**config.mk**
```make
export PLATFORM = sky130hd
export DESIGN_NAME = seq_nrdiv_sm_flat
export DESIGN_NICKNAME = d
export VERILOG_FILES = /design/src/rtl/seq_nrdiv_sm_if.sv /design/src/rtl/seq_nrdiv_sm.sv /design/src/flat_wrapper.sv
export SDC_FILE = /design/constraint.sdc
export NUM_CORES = 1
export LEC_CHECK = 0
export ABC_CLOCK_PERIOD_IN_PS = 6540
export CAP_MARGIN = 20
export CORE_ASPECT_RATIO = 0.9
export CORE_MARGIN = 4
export CORE_UTILIZATION = 60
export CTS_CLUSTER_DIAMETER = 100
export DETAILED_ROUTE_END_ITERATION = 8
export HOLD_SLACK_MARGIN = 0.1
export PLACE_DENSITY = 0.82
export SLEW_MARGIN = 30
export SYNTH_ARGS = -nofsm -noshare
export SYNTH_HDL_FRONTEND = slang
export SYNTH_SLANG_ARGS = --single-unit
```
**constraint.sdc**
```tcl
create_clock -name clk -period 6.54 [get_ports clk]
set_input_delay 1.635 -clock clk [delete_from_list [all_inputs] [get_ports clk]]
set_output_delay 1.635 -clock clk [all_outputs]
set_load 0.05 [all_outputs]
```
**src/rtl/seq_nrdiv_sm_if.sv**
```systemverilog
// Operand/result bundle for seq_nrdiv_sm: start/busy/done handshake plus the
// sign-magnitude dividend, divisor, quotient, remainder and error flags.
interface seq_nrdiv_sm_if #(
  parameter int N = 5
);
  logic           start;
  logic [2*N-1:0] X;
  logic [N-1:0]   Y;
  logic           X_sign;
  logic           Y_sign;
  logic           busy;
  logic           done;
  logic [N-1:0]   Q;
  logic [N-1:0]   R;
  logic           Q_sign;
  logic           R_sign;
  logic           div_zero;
  logic           ovf;

  modport master (
    output start, X, Y, X_sign, Y_sign,
    input  busy, done, Q, R, Q_sign, R_sign, div_zero, ovf
  );

  modport slave (
    input  start, X, Y, X_sign, Y_sign,
    output busy, done, Q, R, Q_sign, R_sign, div_zero, ovf
  );
endinterface

```
**src/rtl/seq_nrdiv_sm.sv**
```systemverilog
// Sequential sign-magnitude non-restoring divider: 2N-bit dividend magnitude by
// N-bit divisor magnitude, one quotient bit per clock, with zero/overflow flags.
module seq_nrdiv_sm #(
  parameter int N = 5
) (
  input  logic          clk,
  input  logic          rst_n,
  seq_nrdiv_sm_if.slave bus
);

  localparam int PW = N + 2;
  localparam int CW = $clog2(N + 1);

  typedef enum logic [2:0] {
    S_IDLE,
    S_CHECK,
    S_ITER,
    S_FIX,
    S_DONE
  } state_t;

  state_t         r_state;
  logic [PW-1:0]  r_p;
  logic [N-1:0]   r_x_lo;
  logic [N-1:0]   r_y;
  logic           r_x_sign;
  logic           r_y_sign;
  logic [N-1:0]   r_q;
  logic [CW-1:0]  r_cnt;
  logic           r_err_dz;
  logic           r_err_ovf;

  logic           r_busy;
  logic           r_done;
  logic [N-1:0]   r_q_out;
  logic [N-1:0]   r_r_out;
  logic           r_q_sign;
  logic           r_r_sign;
  logic           r_div_zero;
  logic           r_ovf;

  logic [PW-1:0]  w_y_ext;
  logic [PW-1:0]  w_p_shift;
  logic [PW-1:0]  w_p_step;
  logic [N-1:0]   w_r_fix;

  assign w_y_ext   = {2'b00, r_y};
  assign w_p_shift = {r_p[PW-2:0], r_x_lo[N-1]};
  // Non-restoring step: the sign of the previous partial remainder picks add or subtract.
  assign w_p_step  = r_p[PW-1] ? (w_p_shift + w_y_ext) : (w_p_shift - w_y_ext);
  // Final correction only needs the low N bits: the fixed remainder is known to be in [0, Y).
  assign w_r_fix   = r_p[PW-1] ? (r_p[N-1:0] + r_y) : r_p[N-1:0];

  // NOTE: every register here is updated with <= so all state advances together on the edge;
  // a blocking = would let later statements see half-updated values and break the FSM.
  always_ff @(posedge clk or negedge rst_n) begin
    if (!rst_n) begin
      r_state    <= S_IDLE;
      r_p        <= '0;
      r_x_lo     <= '0;
      r_y        <= '0;
      r_x_sign   <= 1'b0;
      r_y_sign   <= 1'b0;
      r_q        <= '0;
      r_cnt      <= '0;
      r_err_dz   <= 1'b0;
      r_err_ovf  <= 1'b0;
      r_busy     <= 1'b0;
      r_done     <= 1'b0;
      r_q_out    <= '0;
      r_r_out    <= '0;
      r_q_sign   <= 1'b0;
      r_r_sign   <= 1'b0;
      r_div_zero <= 1'b0;
      r_ovf      <= 1'b0;
    end else begin
      case (r_state)
        S_IDLE, S_DONE: begin
          r_done <= 1'b0;
          if (bus.start) begin
            r_p       <= {2'b00, bus.X[2*N-1:N]};
            r_x_lo    <= bus.X[N-1:0];
            r_y       <= bus.Y;
            r_x_sign  <= bus.X_sign;
            r_y_sign  <= bus.Y_sign;
            r_err_dz  <= 1'b0;
            r_err_ovf <= 1'b0;
            r_busy    <= 1'b1;
            r_state   <= S_CHECK;
          end else begin
            r_state   <= S_IDLE;
          end
        end

        // Errors take the FIX cycle too, so every result is published from one place.
        S_CHECK: begin
          if (r_y == '0) begin
            r_err_dz  <= 1'b1;
            r_state   <= S_FIX;
          end else if (r_p[N-1:0] >= r_y) begin
            r_err_ovf <= 1'b1;
            r_state   <= S_FIX;
          end else begin
            r_p       <= r_p - w_y_ext;
            r_cnt     <= CW'(N);
            r_state   <= S_ITER;
          end
        end

        S_ITER: begin
          r_p    <= w_p_step;
          r_x_lo <= {r_x_lo[N-2:0], 1'b0};
          r_q    <= {r_q[N-2:0], ~w_p_step[PW-1]};
          r_cnt  <= r_cnt - CW'(1);
          if (r_cnt == CW'(1)) begin
            r_state <= S_FIX;
          end
        end

        S_FIX: begin
          r_busy     <= 1'b0;
          r_done     <= 1'b1;
          r_div_zero <= r_err_dz;
          r_ovf      <= r_err_ovf;
          if (r_err_dz || r_err_ovf) begin
            r_q_out  <= '0;
            r_r_out  <= '0;
            r_q_sign <= 1'b0;
            r_r_sign <= 1'b0;
          end else begin
            r_q_out  <= r_q;
            r_r_out  <= w_r_fix;
            r_q_sign <= (r_x_sign ^ r_y_sign) & (|r_q);
            r_r_sign <= r_x_sign & (|w_r_fix);
          end
          r_state    <= S_DONE;
        end

        default: begin
          r_busy  <= 1'b0;
          r_done  <= 1'b0;
          r_state <= S_IDLE;
        end
      endcase
    end
  end

  assign bus.busy     = r_busy;
  assign bus.done     = r_done;
  assign bus.Q        = r_q_out;
  assign bus.R        = r_r_out;
  assign bus.Q_sign   = r_q_sign;
  assign bus.R_sign   = r_r_sign;
  assign bus.div_zero = r_div_zero;
  assign bus.ovf      = r_ovf;

endmodule

```
**src/flat_wrapper.sv**
```systemverilog
// flat-port wrapper written by rule: the top's interface ports become plain ports
module seq_nrdiv_sm_flat 
#(
  parameter int N = 5
)
  (clk, rst_n, bus_start, bus_X, bus_Y, bus_X_sign, bus_Y_sign, bus_busy, bus_done, bus_Q, bus_R, bus_Q_sign, bus_R_sign, bus_div_zero, bus_ovf);
  seq_nrdiv_sm_if #(.N(N)) bus_i ();
  input  logic clk;
  input  logic rst_n;
  input wire logic [$bits(bus_i.start)-1:0] bus_start;
  input wire logic [$bits(bus_i.X)-1:0] bus_X;
  input wire logic [$bits(bus_i.Y)-1:0] bus_Y;
  input wire logic [$bits(bus_i.X_sign)-1:0] bus_X_sign;
  input wire logic [$bits(bus_i.Y_sign)-1:0] bus_Y_sign;
  output wire logic [$bits(bus_i.busy)-1:0] bus_busy;
  output wire logic [$bits(bus_i.done)-1:0] bus_done;
  output wire logic [$bits(bus_i.Q)-1:0] bus_Q;
  output wire logic [$bits(bus_i.R)-1:0] bus_R;
  output wire logic [$bits(bus_i.Q_sign)-1:0] bus_Q_sign;
  output wire logic [$bits(bus_i.R_sign)-1:0] bus_R_sign;
  output wire logic [$bits(bus_i.div_zero)-1:0] bus_div_zero;
  output wire logic [$bits(bus_i.ovf)-1:0] bus_ovf;
  assign bus_i.start = bus_start;
  assign bus_i.X = bus_X;
  assign bus_i.Y = bus_Y;
  assign bus_i.X_sign = bus_X_sign;
  assign bus_i.Y_sign = bus_Y_sign;
  assign bus_busy = bus_i.busy;
  assign bus_done = bus_i.done;
  assign bus_Q = bus_i.Q;
  assign bus_R = bus_i.R;
  assign bus_Q_sign = bus_i.Q_sign;
  assign bus_R_sign = bus_i.R_sign;
  assign bus_div_zero = bus_i.div_zero;
  assign bus_ovf = bus_i.ovf;
  seq_nrdiv_sm #(.N(N)) u_core (.clk(clk), .rst_n(rst_n), .bus(bus_i));
endmodule
```
[Word level (Yosys, flattened, before mapping)]
Cells that the tools add are included.
Storage, ports and cells
  register bits after elaboration: 48
  output and inout port bits: 16
  logic and storage cells: 87
Operators by class
  add/sub/neg operators: 5
  $lt $le $gt $ge: 1
  equal/unequal tests: 11
  mux-type cells: 29
  bitwise operators: 5
  reduce and logical (&&, ||, !) cells: 18
Operators with widths (number)
  7-bit 2-to-1 mux: 4
  7-bit one-hot mux with 3 select lines: 1
  5-bit 2-to-1 mux: 4
  7-bit by 5-bit subtractor with 7-bit output: 2
  3-bit 2-to-1 mux: 4
  3-bit one-hot mux with 4 select lines: 1
  5-bit one-hot mux with 2 select lines: 1
  5-bit OR reduction: 2
  1-bit 2-to-1 mux: 9
  1-bit one-hot mux with 2 select lines: 4
  4-bit AND reduction: 2
  7-bit by 5-bit adder with 7-bit output: 1
  3-bit by 1-bit == test with 1-bit output (second input constant): 2
  3-bit by 2-bit == test with 1-bit output (second input constant): 2
  2-bit by 1-bit inequality test with 1-bit output (second input constant): 3
  2-bit inequality test (second input constant): 3
  3-bit one-hot mux with 2 select lines: 1
  2-bit AND reduction: 3
  3-bit AND reduction: 2
  2-bit nonzero test: 3
  5-bit adder: 1
  5-bit >= comparator: 1
  5-bit logical NOT: 1
  2-bit OR reduction: 2
  8 further kinds: 10

[Depth between registers and ports, before layout]
Gate-level depths: netlist of run 1.
  depth in word-level cells: 5
  depth in mapped cells: 11

[Least setup slack after synthesis of run 1]
Ideal clock, no wire load.
  path type: in2reg
  start point: input bus_start
  end point: register u_core.r_p[1]
  setup time: 0.125 ns
  arrival: 2.792 ns
  data required time: 6.415 ns
  path slack: 3.623 ns
  stages: 4
  buffers on the path: 0
  cells stage by stage: nor3b_1 nor2_1 nor2_2 mux2_2
On the way
  word-level cells in the longest chain between the ends: 2
RTL lines
  from (decl): line flat_wrapper.sv:10  | input wire logic [$bits(bus_i.start)-1:0] bus_start;
  2-bit inequality test (no source line)
  4-bit AND reduction (no source line)
  to (signal assigned): line seq_nrdiv_sm.sv:81  | r_p <= {2'b00, bus.X[2*N-1:N]};
  to (signal assigned): line seq_nrdiv_sm.sv:104  | r_p <= r_p - w_y_ext;
  to (signal assigned): line seq_nrdiv_sm.sv:111  | r_p <= w_p_step;
  to (decl): line seq_nrdiv_sm.sv:23  | logic [PW-1:0] r_p;
No other way between the ends.
A chain may end at the register's enable or synchronous reset.

[Worst setup path after layout of run 1]
  start point: register u_core.r_r_out[2] (netlist: u_core.bus.R[2])
  end point: output bus_R[2]
RTL lines
  from (decl): line seq_nrdiv_sm.sv:36  | logic [N-1:0] r_r_out;
  from (signal assigned): line seq_nrdiv_sm.sv:132  | r_r_out <= w_r_fix;
  to (decl): line flat_wrapper.sv:18  | output wire logic [$bits(bus_i.R)-1:0] bus_R;
No word-level cell between the ends.

==> flow_summary.yaml, run 1 <==
status:
  status: "finished, final reports clean"
layout:
  area_growth_pct: 17.2
  layout.nets: 382
  utilization_pct: 74.5
  drive_gt1_share_pct: 8.50
  nFillCells: 358
  num_antenna_cells: 0
  design_area_um2: 3390
synth:
  synth_seq_cells: 48
  synth_async_sr_flop_share_pct: 100
  synth-xor-area-share_pct: 2.73
  synth_top_family_by_area: "simple AND/OR/NAND/NOR gates"
  muxShareOfSynthArea_pct: 3.98
  synthTopCellsByArea: "dfrtp_1, ha_1, nand2_1"
  syn_area_per_cell_um2: 9.38
  ys.flop_type: "dfrtp_1"
  synth_edf_count: 0
  synth_top_cell_by_area: "dfrtp_1"
  yosys_warnings: 0
  synth_nets: 350
  ys_seq_area_share_pct: 41.6
  synth-compound-area-share_pct: 18.0
  ys_types: 55
  synth_adder_area_share_pct: 10.3
  synth-simple-area-share_pct: 19.4
  syn_inst: 308
  yosys.area.top_type_share_pct: 41.6
  syn-cell-area_um2: 2890
die:
  die-area_um2: 5990
  ios: 36
  initial_core_util_pct: 63.6
  die_w_um: 81.2
  coreArea_um2: 4550
  placementRows: 23
  die_h_um: 73.8
routing:
  viasPerCell: 5.95
  wl_um: 6760
  drc: 0
  drtIter0Drc: 151
  avgRoutedWirePerCell_um: 16.8
  vias: 2399
  ant_nets: 0
  drt-pass1-iter-count: 4
worst_setup_path:
  r2r_cells: 11
  critPathCaptureType: "output pin"
  slowest_stage: "clkdlybuf4s50_1"
  path_max_fanout: 2
  crit_arrival_ns: 1.48
  endpoint: "bus_R[2]"
  crit_path_start_kind: "register"
  cp_num_buf_inv: 1
  path_class: "reg -> out"
  cpLargestDelayFamily: "buffers and inverters"
  r2r_start: "u_core.r_y[1]$_DFFE_PN0P_"
  rr_endpoint: "u_core.r_p[5]$_DFFE_PN0P_"
  cp_num_cells: 1
  crit_start: "u_core.bus.R[2]$_DFFE_PN0P_"
  r2r_slack_ns: 3.57
  required_ns: 4.91
  worstPathCellList: "clkdlybuf4s50_1"
  cpPeakStageDelay_ns: 0.81
clock_tree:
  insertion_delay_ns: 0.31
  cts_buffers: 5
  cts_hold_buffers: 0
  cts_sinks: 48
  h-tree-depth: 2
  cts.path.max_buffers: 2
  cts_resized: 0
  clk_pin_slew_ns: 0.09
  cts_root_buffer: "clkbuf_8"
  cts_tree: "built"
  cts_post_setup_buffers_inserted: 0
hold_path:
  min_path_type: "reg -> reg"
placed_design:
  dpl.hpwl_um: 4950
  dpl_cell_area_um2: 3270
  gp_congestion: 0.908
  portBuffers: 35
global_routing:
  grt_util_met2_pct: 40.3
  first_global_vias: 2313
  busiest_layer: "met2"
  use_met1_pct: 33.8
  grtUsageMet3_pct: 4.66
  grt_max_degree: 49
  antenna_found_initial: 0
  grt.total_usage_pct: 25.0
  overflow: 0
  grt_pass1_wl_um: 11200
sta:
  slew_headroom_pct: 54.8
  rsz0062_at_grt: "no"
  slew_violations: 0
  fin_tns_setup_ns: 0
  hold_ws_ns: 0.487
  worstMarginPinSlew_ns: 0.678
  fmax_mhz: 321
  hold_viol: 0
  finalCritPeriodShare_pct: 47.7
  setup_viol: 0
  period_needed_ns: 3.12
  fin_skew_ns: 0.00606
flow_run:
  drv_cap: 0
## metrics by stage
| step | std cells | setup slack [ns] |
|---|---|---|
| finish | 403 | 3.42 |
| floorplan | 308 | 3.62 |
| detailed placement | 395 | 3.15 |
| CTS | 403 | 3.41 |
| global placement | 395 | 3.19 |
| global route | 403 | 3.35 |
## cell usage after synthesis (all sizes together), types with 2 or more instances
library cell,count
mux2,4
or2,2
inv,16
nand3,2
nor2,21
a21oi,14
xnor2,7
o311ai,2
o21bai,3
nand3b,2
ha,19
nor2b,5
a22o,8
fa,3
dfrtp,48
o22ai,5
a211oi,5
or3,3
nor3,4
xor2,2
buf,4
nand2,56
o31ai,4
or3b,4
nor3b,7
clkbuf,8
o21ai,20
and3,2
mux2i,7
## kinds of logic after synthesis
kind of cell | count (synthesis)
AOI/OAI and AO/OA | 77
xor gates and xnor gates | 9
adders and majority gates | 22
buffers and inverters | 28
DFF | 48
muxes | 11
and+or+nand+nor | 113
## cell type report
type | instances | area, um^2 | area share [%]
clock buffer | 5 | 68.8 | 2.03
sequential | 48 | 1200 | 35.5
timing repair buffer | 37 | 363 | 10.7
inverter | 16 | 60.1 | 1.77
tap | 62 | 77.6 | 2.29
clock inverter | 3 | 42.5 | 1.26
multi-input combinational | 232 | 1580 | 46.5
## flip-flops by register name, summed over array words and instances, names as in the netlist
| name | flops |
|---|---|
| u_core.r_err_dz | 1 |
| u_core.bus.Q | 5 |
| u_core.r_y | 5 |
| u_core.r_x_lo | 5 |
| u_core.r_q | 5 |
| u_core.bus.R | 5 |
| u_core.r_err_ovf | 1 |
| u_core.bus.done | 1 |
| u_core.bus.ovf | 1 |
| u_core.r_p | 7 |
| u_core.bus.Q_sign | 1 |
| u_core.bus.busy | 1 |
| u_core.bus.div_zero | 1 |
| u_core.r_x_sign | 1 |
| u_core.r_state | 3 |
| u_core.r_cnt | 3 |
| u_core.r_y_sign | 1 |
| u_core.bus.R_sign | 1 |
## routing by layer
layer	wire length, um	share of wire [%]
met5	0	0
met3	474	7.0
met2	3180	47
met4	112	1.7
met1	3000	44
## tightest hold or removal path, stage by stage, from the launching register on
cell and delay [ns]:
dfrtp_1 0.35, nand2_1 0.05, nand2_1 0.06
## layout by cell type (no fill, tap or decap), drive strengths merged, types with 2 or more instances in the layout
| cell type | synthesis | layout |
|---|---|---|
| nor3b | 7 | 7 |
| clkdlybuf4s50 | 0 | 34 |
| fa | 3 | 3 |
| nor3 | 4 | 4 |
| nor2 | 21 | 21 |
| mux2i | 7 | 7 |
| o22ai | 5 | 5 |
| inv | 16 | 16 |
| nor2b | 5 | 5 |
| or2 | 2 | 2 |
| ha | 19 | 19 |
| xor2 | 2 | 2 |
| clkbuf | 8 | 5 |
| a211oi | 5 | 5 |
| nand3 | 2 | 2 |
| o311ai | 2 | 2 |
| xnor2 | 7 | 7 |
| a21oi | 14 | 14 |
| o21ai | 20 | 20 |
| nand2 | 56 | 56 |
| buf | 4 | 3 |
| nand3b | 2 | 2 |
| o21bai | 3 | 3 |
| and3 | 2 | 2 |
| mux2 | 4 | 4 |
| or3b | 4 | 4 |
| a22o | 8 | 8 |
| o31ai | 4 | 4 |
| or3 | 3 | 3 |
| dfrtp | 48 | 48 |
## how the worst min path moves through the flow
stage / startpoint / end / slack, ns / cells after the start
after floorplan: u_core.r_x_lo[4]$_DFFE_PN0P_ / u_core.r_x_lo[4]$_DFFE_PN0P_ / 0.45 / 2
after global placement: u_core.bus.ovf$_DFFE_PN0P_ / u_core.bus.ovf$_DFFE_PN0P_ / 0.46 / 2
after detailed placement: u_core.bus.ovf$_DFFE_PN0P_ / u_core.bus.ovf$_DFFE_PN0P_ / 0.47 / 2
after CTS: u_core.bus.ovf$_DFFE_PN0P_ / u_core.bus.ovf$_DFFE_PN0P_ / 0.49 / 2
after global routing: u_core.bus.ovf$_DFFE_PN0P_ / u_core.bus.ovf$_DFFE_PN0P_ / 0.52 / 2
final: u_core.bus.div_zero$_DFFE_PN0P_ / u_core.bus.div_zero$_DFFE_PN0P_ / 0.49 / 2
Power of run 1 is left out: the tool's default activity adds up to more than one toggle a clock period on the data nets, which glitch-free logic cannot reach.
==> inputs of run 2 (changes only) <==
Settings changed: ABC_CLOCK_PERIOD_IN_PS 6540 to 3270, CORE_UTILIZATION 60 to 56, PLACE_DENSITY 0.82 to 0.77.
Clock period 6.54 ns to 3.27 ns, I/O delays scaled along.
==> flow_summary.yaml, run 2 (synthesized netlist as in run 1, its figures left out) <==
status:
  status: "finished, final reports clean"
die:
  die_h_um: 76.2
  coreArea_um2: 4920
  ios: 36
  placementRows: 24
  die-area_um2: 6380
  initial_core_util_pct: 58.7
  die_w_um: 83.7
worst_setup_path:
  path_max_fanout: 5
  path_class: "reg -> reg"
  r2r_cells: 10
  required_ns: 3.47
  r2r_slack_ns: 0.50
  rr_endpoint: "u_core.r_p[6]$_DFFE_PN0P_"
  r2r_start: "u_core.r_y[1]$_DFFE_PN0P_"
  crit_path_start_kind: "register"
  crit_arrival_ns: 2.97
  critPathCaptureType: "register"
global_routing:
  grtUsageMet3_pct: 4.22
  first_global_vias: 2388
  overflow: 0
  grt_pass1_wl_um: 11700
  antenna_found_initial: 0
  busiest_layer: "met2"
  grt_max_degree: 49
  grt.total_usage_pct: 22.4
  use_met1_pct: 32.4
  grt_util_met2_pct: 34.8
layout:
  regArea_um2: 1200
  area_growth_pct: 19.0
  design_area_um2: 3440
  layout_commonest_cell: "nand2_1"
  multiInputGateArea_um2: 1580
  regMostFlops: "u_core.r_p"
  drive_gt1_share_pct: 9.30
  layout.nets: 385
  most-common-layout-cells: "nand2_1, dfrtp_1, clkdlybuf4s50_1, o21ai_0"
  num_antenna_cells: 0
  largest_reg_flops: 7
  nFillCells: 417
sta:
  fin_skew_ns: 0.00338
  worstMarginPinSlew_ns: 0.721
  slew_headroom_pct: 51.5
  period_needed_ns: 2.77
  fmax_mhz: 361
  hold_viol: 0
  slew_violations: 0
  finalCritPeriodShare_pct: 84.8
  setup_viol: 0
  hold_ws_ns: 0.483
  rsz0062_at_grt: "no"
  fin_tns_setup_ns: 0
routing:
  avgRoutedWirePerCell_um: 16.5
  ant_nets: 0
  drc: 0
  drtIter0Drc: 132
  wl_um: 6760
  vias: 2430
  viasPerCell: 5.94
  drt-pass1-iter-count: 5
clock_tree:
  cts_hold_buffers: 0
  cts_root_buffer: "clkbuf_8"
  insertion_delay_ns: 0.30
  clk_pin_slew_ns: 0.09
  cts_post_setup_buffers_inserted: 0
  cts.path.max_buffers: 2
  cts_tree: "built"
  cts_buffers: 5
  cts_sinks: 48
  cts_resized: 0
  h-tree-depth: 2
hold_path:
  min_to: "u_core.bus.ovf$_DFFE_PN0P_"
  min_delay_path_depth: 2
  min_from: "u_core.bus.ovf$_DFFE_PN0P_"
  min_path_type: "reg -> reg"
placed_design:
  gp_congestion: 0.918
  portBuffers: 35
  dpl_cell_area_um2: 3300
  dpl.hpwl_um: 5070
flow_run:
  drv_cap: 0
==> run 2: per-stage QoR <==
| step | cells | utilization [%] | worst slack [ns] |
|---|---|---|---|
| 2_1_floorplan | 308 | - | 0.606 |
| 3_3_place_gp | 401 | 67.0 | 0.637 |
| 3_5_place_dp | 401 | 67.1 | 0.514 |
| 4_1_cts | 409 | 69.9 | 0.518 |
| 5_1_grt | 409 | 69.9 | 0.341 |
| 6_report | 409 | 69.9 | 0.498 |
==> run 2: worst max path at each step <==
| stage | from | cells after the start | slack, ns | to |
|---|---|---|---|---|
| 2_1_floorplan | u_core.r_p[6]$_DFFE_PN0P_ | 9 | 0.61 | u_core.r_p[5]$_DFFE_PN0P_ |
| 5_1_grt | u_core.r_y[1]$_DFFE_PN0P_ | 11 | 0.34 | u_core.r_p[5]$_DFFE_PN0P_ |
| 3_3_place_gp | u_core.r_y[1]$_DFFE_PN0P_ | 11 | 0.64 | u_core.r_p[5]$_DFFE_PN0P_ |
| 6_report | u_core.r_y[1]$_DFFE_PN0P_ | 10 | 0.50 | u_core.r_p[6]$_DFFE_PN0P_ |
| 3_5_place_dp | u_core.r_y[1]$_DFFE_PN0P_ | 11 | 0.51 | u_core.r_p[5]$_DFFE_PN0P_ |
| 4_1_cts | u_core.r_y[1]$_DFFE_PN0P_ | 11 | 0.52 | u_core.r_p[5]$_DFFE_PN0P_ |
==> run 2: metal layers <==
metal	part of all wire, %	wire (um)	up-vias
li1	-	-	1169
met1	47	3210	1169
met2	45	3030	81
met3	6.2	421	11
met4	1.4	97	0
met5	0	0	-
==> run 2: cell type report <==
type | instances | area share, %
clock buffers | 5 | 2.00
flip-flops and latches | 48 | 34.9
clock inverters | 3 | 2.00
repair buffers | 40 | 11.2
inverters | 16 | 1.75
well taps | 65 | 2.36
multi-input cells | 232 | 45.8
==> run 2: critical path: stages, from the launching register on <==
cell      delay, ns
dfrtp_1        0.47
inv_1          0.14
ha_1           0.24
and3_1         0.19
ha_1           0.26
mux2_2         0.26
ha_1           0.36
o221ai_1       0.15
a21oi_1        0.19
xnor2_1        0.12
a211o_1        0.30
Power of run 2 is left out for the same reason.
==> patch, RTL diff (config.mk and constraints of run 2) <==
The 5 states of `state_t` get a one-hot encoding in 5 bits.
--- a/src/rtl/seq_nrdiv_sm.sv
+++ b/src/rtl/seq_nrdiv_sm.sv
@@ -13,8 +13,8 @@
 
-  typedef enum logic [2:0] {
-    S_IDLE,
-    S_CHECK,
-    S_ITER,
-    S_FIX,
-    S_DONE
+  typedef enum logic [4:0] {
+    S_IDLE  = 5'b00001,
+    S_CHECK = 5'b00010,
+    S_ITER  = 5'b00100,
+    S_FIX   = 5'b01000,
+    S_DONE  = 5'b10000
   } state_t;
Behaviour: no difference found for any inputs over 4 cycles, from zero or initial values and one cycle with rst_n low; so few cycles prove little.
==> patch against run 2 <==
Design area increased by 1.5%; non-clock buffer count decreased by 1; sequential cell count increased by 2; highest routed layer unchanged; routed wire length decreased by 3.5%; via count decreased by 3.5%; area after synthesis increased by 4.2%; count of clock-buffer cells in the layout unchanged; worst setup slack got worse by 0.015 ns; clock skew increased by 0.0071 ns; sequential share of layout area increased by 0.97 points.
==> patch: results (changes against run 2) <==
worst_setup_path:
  crit_arrival_ns: 2.98  # about the same
  cp_max_fo: 6  # +1
  crit_family: "adder cells"
sta:
  clock_skew_ns: 0.0105  # +0.00711 ns
  relSlewSlack_pct: 57.5  # +6.0 points
placed_design:
  dp_slack_ns: 0.484  # -0.0302 ns
  gp_congestion: 0.957  # +4.3%
  dp_cells: 403  # +0.50%
  hpwl_mm: 4.93  # -2.8%
  postPlaceCellArea_um2: 3400  # +2.9%
  port_buffers: 35  # unchanged
detailed_routing:
  wire_per_inst_um: 15.9  # -4.0%
  viasPerCell: 5.71  # -3.9%
  drtIter0Drc: 203  # +54%
  firstDrtPassIters: 4  # -1
  wl_met1_mm: 3.19  # -0.62%
  drt-total-wl_mm: 6.52  # -3.5%
  wl_met3_um: 376  # -11%
cells_and_area:
  fillers: 423  # +1.4%
  seq_cells: 50  # +4.2%
  multi_input_area_share_pct: 46.2  # +0.42 points
  buf_share_pct: 10.8  # -0.38 points
  inv_count: 19  # +3
  clk_share_pct: 2.65  # -1.3 points
  n_all_buffers: 39  # -2.5%
  drive_gt1_share_pct: 9.01  # -0.29 points
  nMultiInputCombCells: 228  # -1.7%
synthesis:
  avgSynthCellArea_um2: 9.71  # +3.5%
  synth_xor_area_share_pct: 3.49  # +0.76 points
  synth_mux_area_share_pct: 5.69  # +1.7 points
  synth_compound_area_share_pct: 16.3  # -1.7 points
  yosysWarnings: 0  # unchanged
  yosysSeqAreaShare_pct: 41.6  # +0.046 points
  syn_nets: 352  # +0.57%
  ys_types: 57  # +3.6%
  synth_area_leaders: "dfrtp_1 41%, ha_1 7.9%, nand2_1 5.7%, o21ai_0 4.3%, mux2i_1 3.3%"
  synth.top_cells.by_count: "49 x dfrtp_1, 46 x nand2_1, 26 x o21ai_0, 19 x ha_1, 19 x inv_1"
  synth_cells: 310  # +0.65%
  synthAdderAreaFrac_pct: 9.89  # -0.41 points
grt:
  use_met3_pct: 3.61  # -0.61 points
  met1_usage_pct: 31.1  # -1.3 points
  grt.met2_usage_pct: 33.0  # -1.8 points
  grt_max_degree: 51  # +4.1%
  grt_pass1_wl_mm: 11.3  # -3.8%
worst_hold_path:
  worstHoldStart: "u_core.r_x_lo[1]$_DFFE_PN0P_"
outcome:
  status: "finished, final reports clean"
-- patch: changes by cell type in the layout (fill, tap and decap cells not counted), sizes merged, moves of 5 or more --
cell   change
nand3      +6
nand2      -9
a21oi      -5
o21ai     +10
nor2       -7
-- patch: power groups by stage --
stage	Combinational, µW	Sequential [µW]	Clock [µW]
after floorplan	1590	1210	0
after global placement	2220	1070	0
after detailed placement	2270	1080	0
after CTS	2280	1070	379
after global routing	2550	1110	411
final	2290	1080	372
-- patch: worst paths after layout --
path / endpoint / slack [ns]
worst max-delay path: u_core.r_p[6]$_DFFE_PN0P_ / 0.48
worst min-delay path: u_core.r_x_lo[1]$_DFFE_PN0P_ / 0.49
worst max register to register: u_core.r_p[6]$_DFFE_PN0P_ / 0.48
worst min register to register: u_core.r_x_lo[1]$_DFFE_PN0P_ / 0.49
max in group asynchronous: u_core.r_state[0]$_DFFE_PN1P_ / 2.16
min in group asynchronous: u_core.bus.R[1]$_DFFE_PN0P_ / 0.51
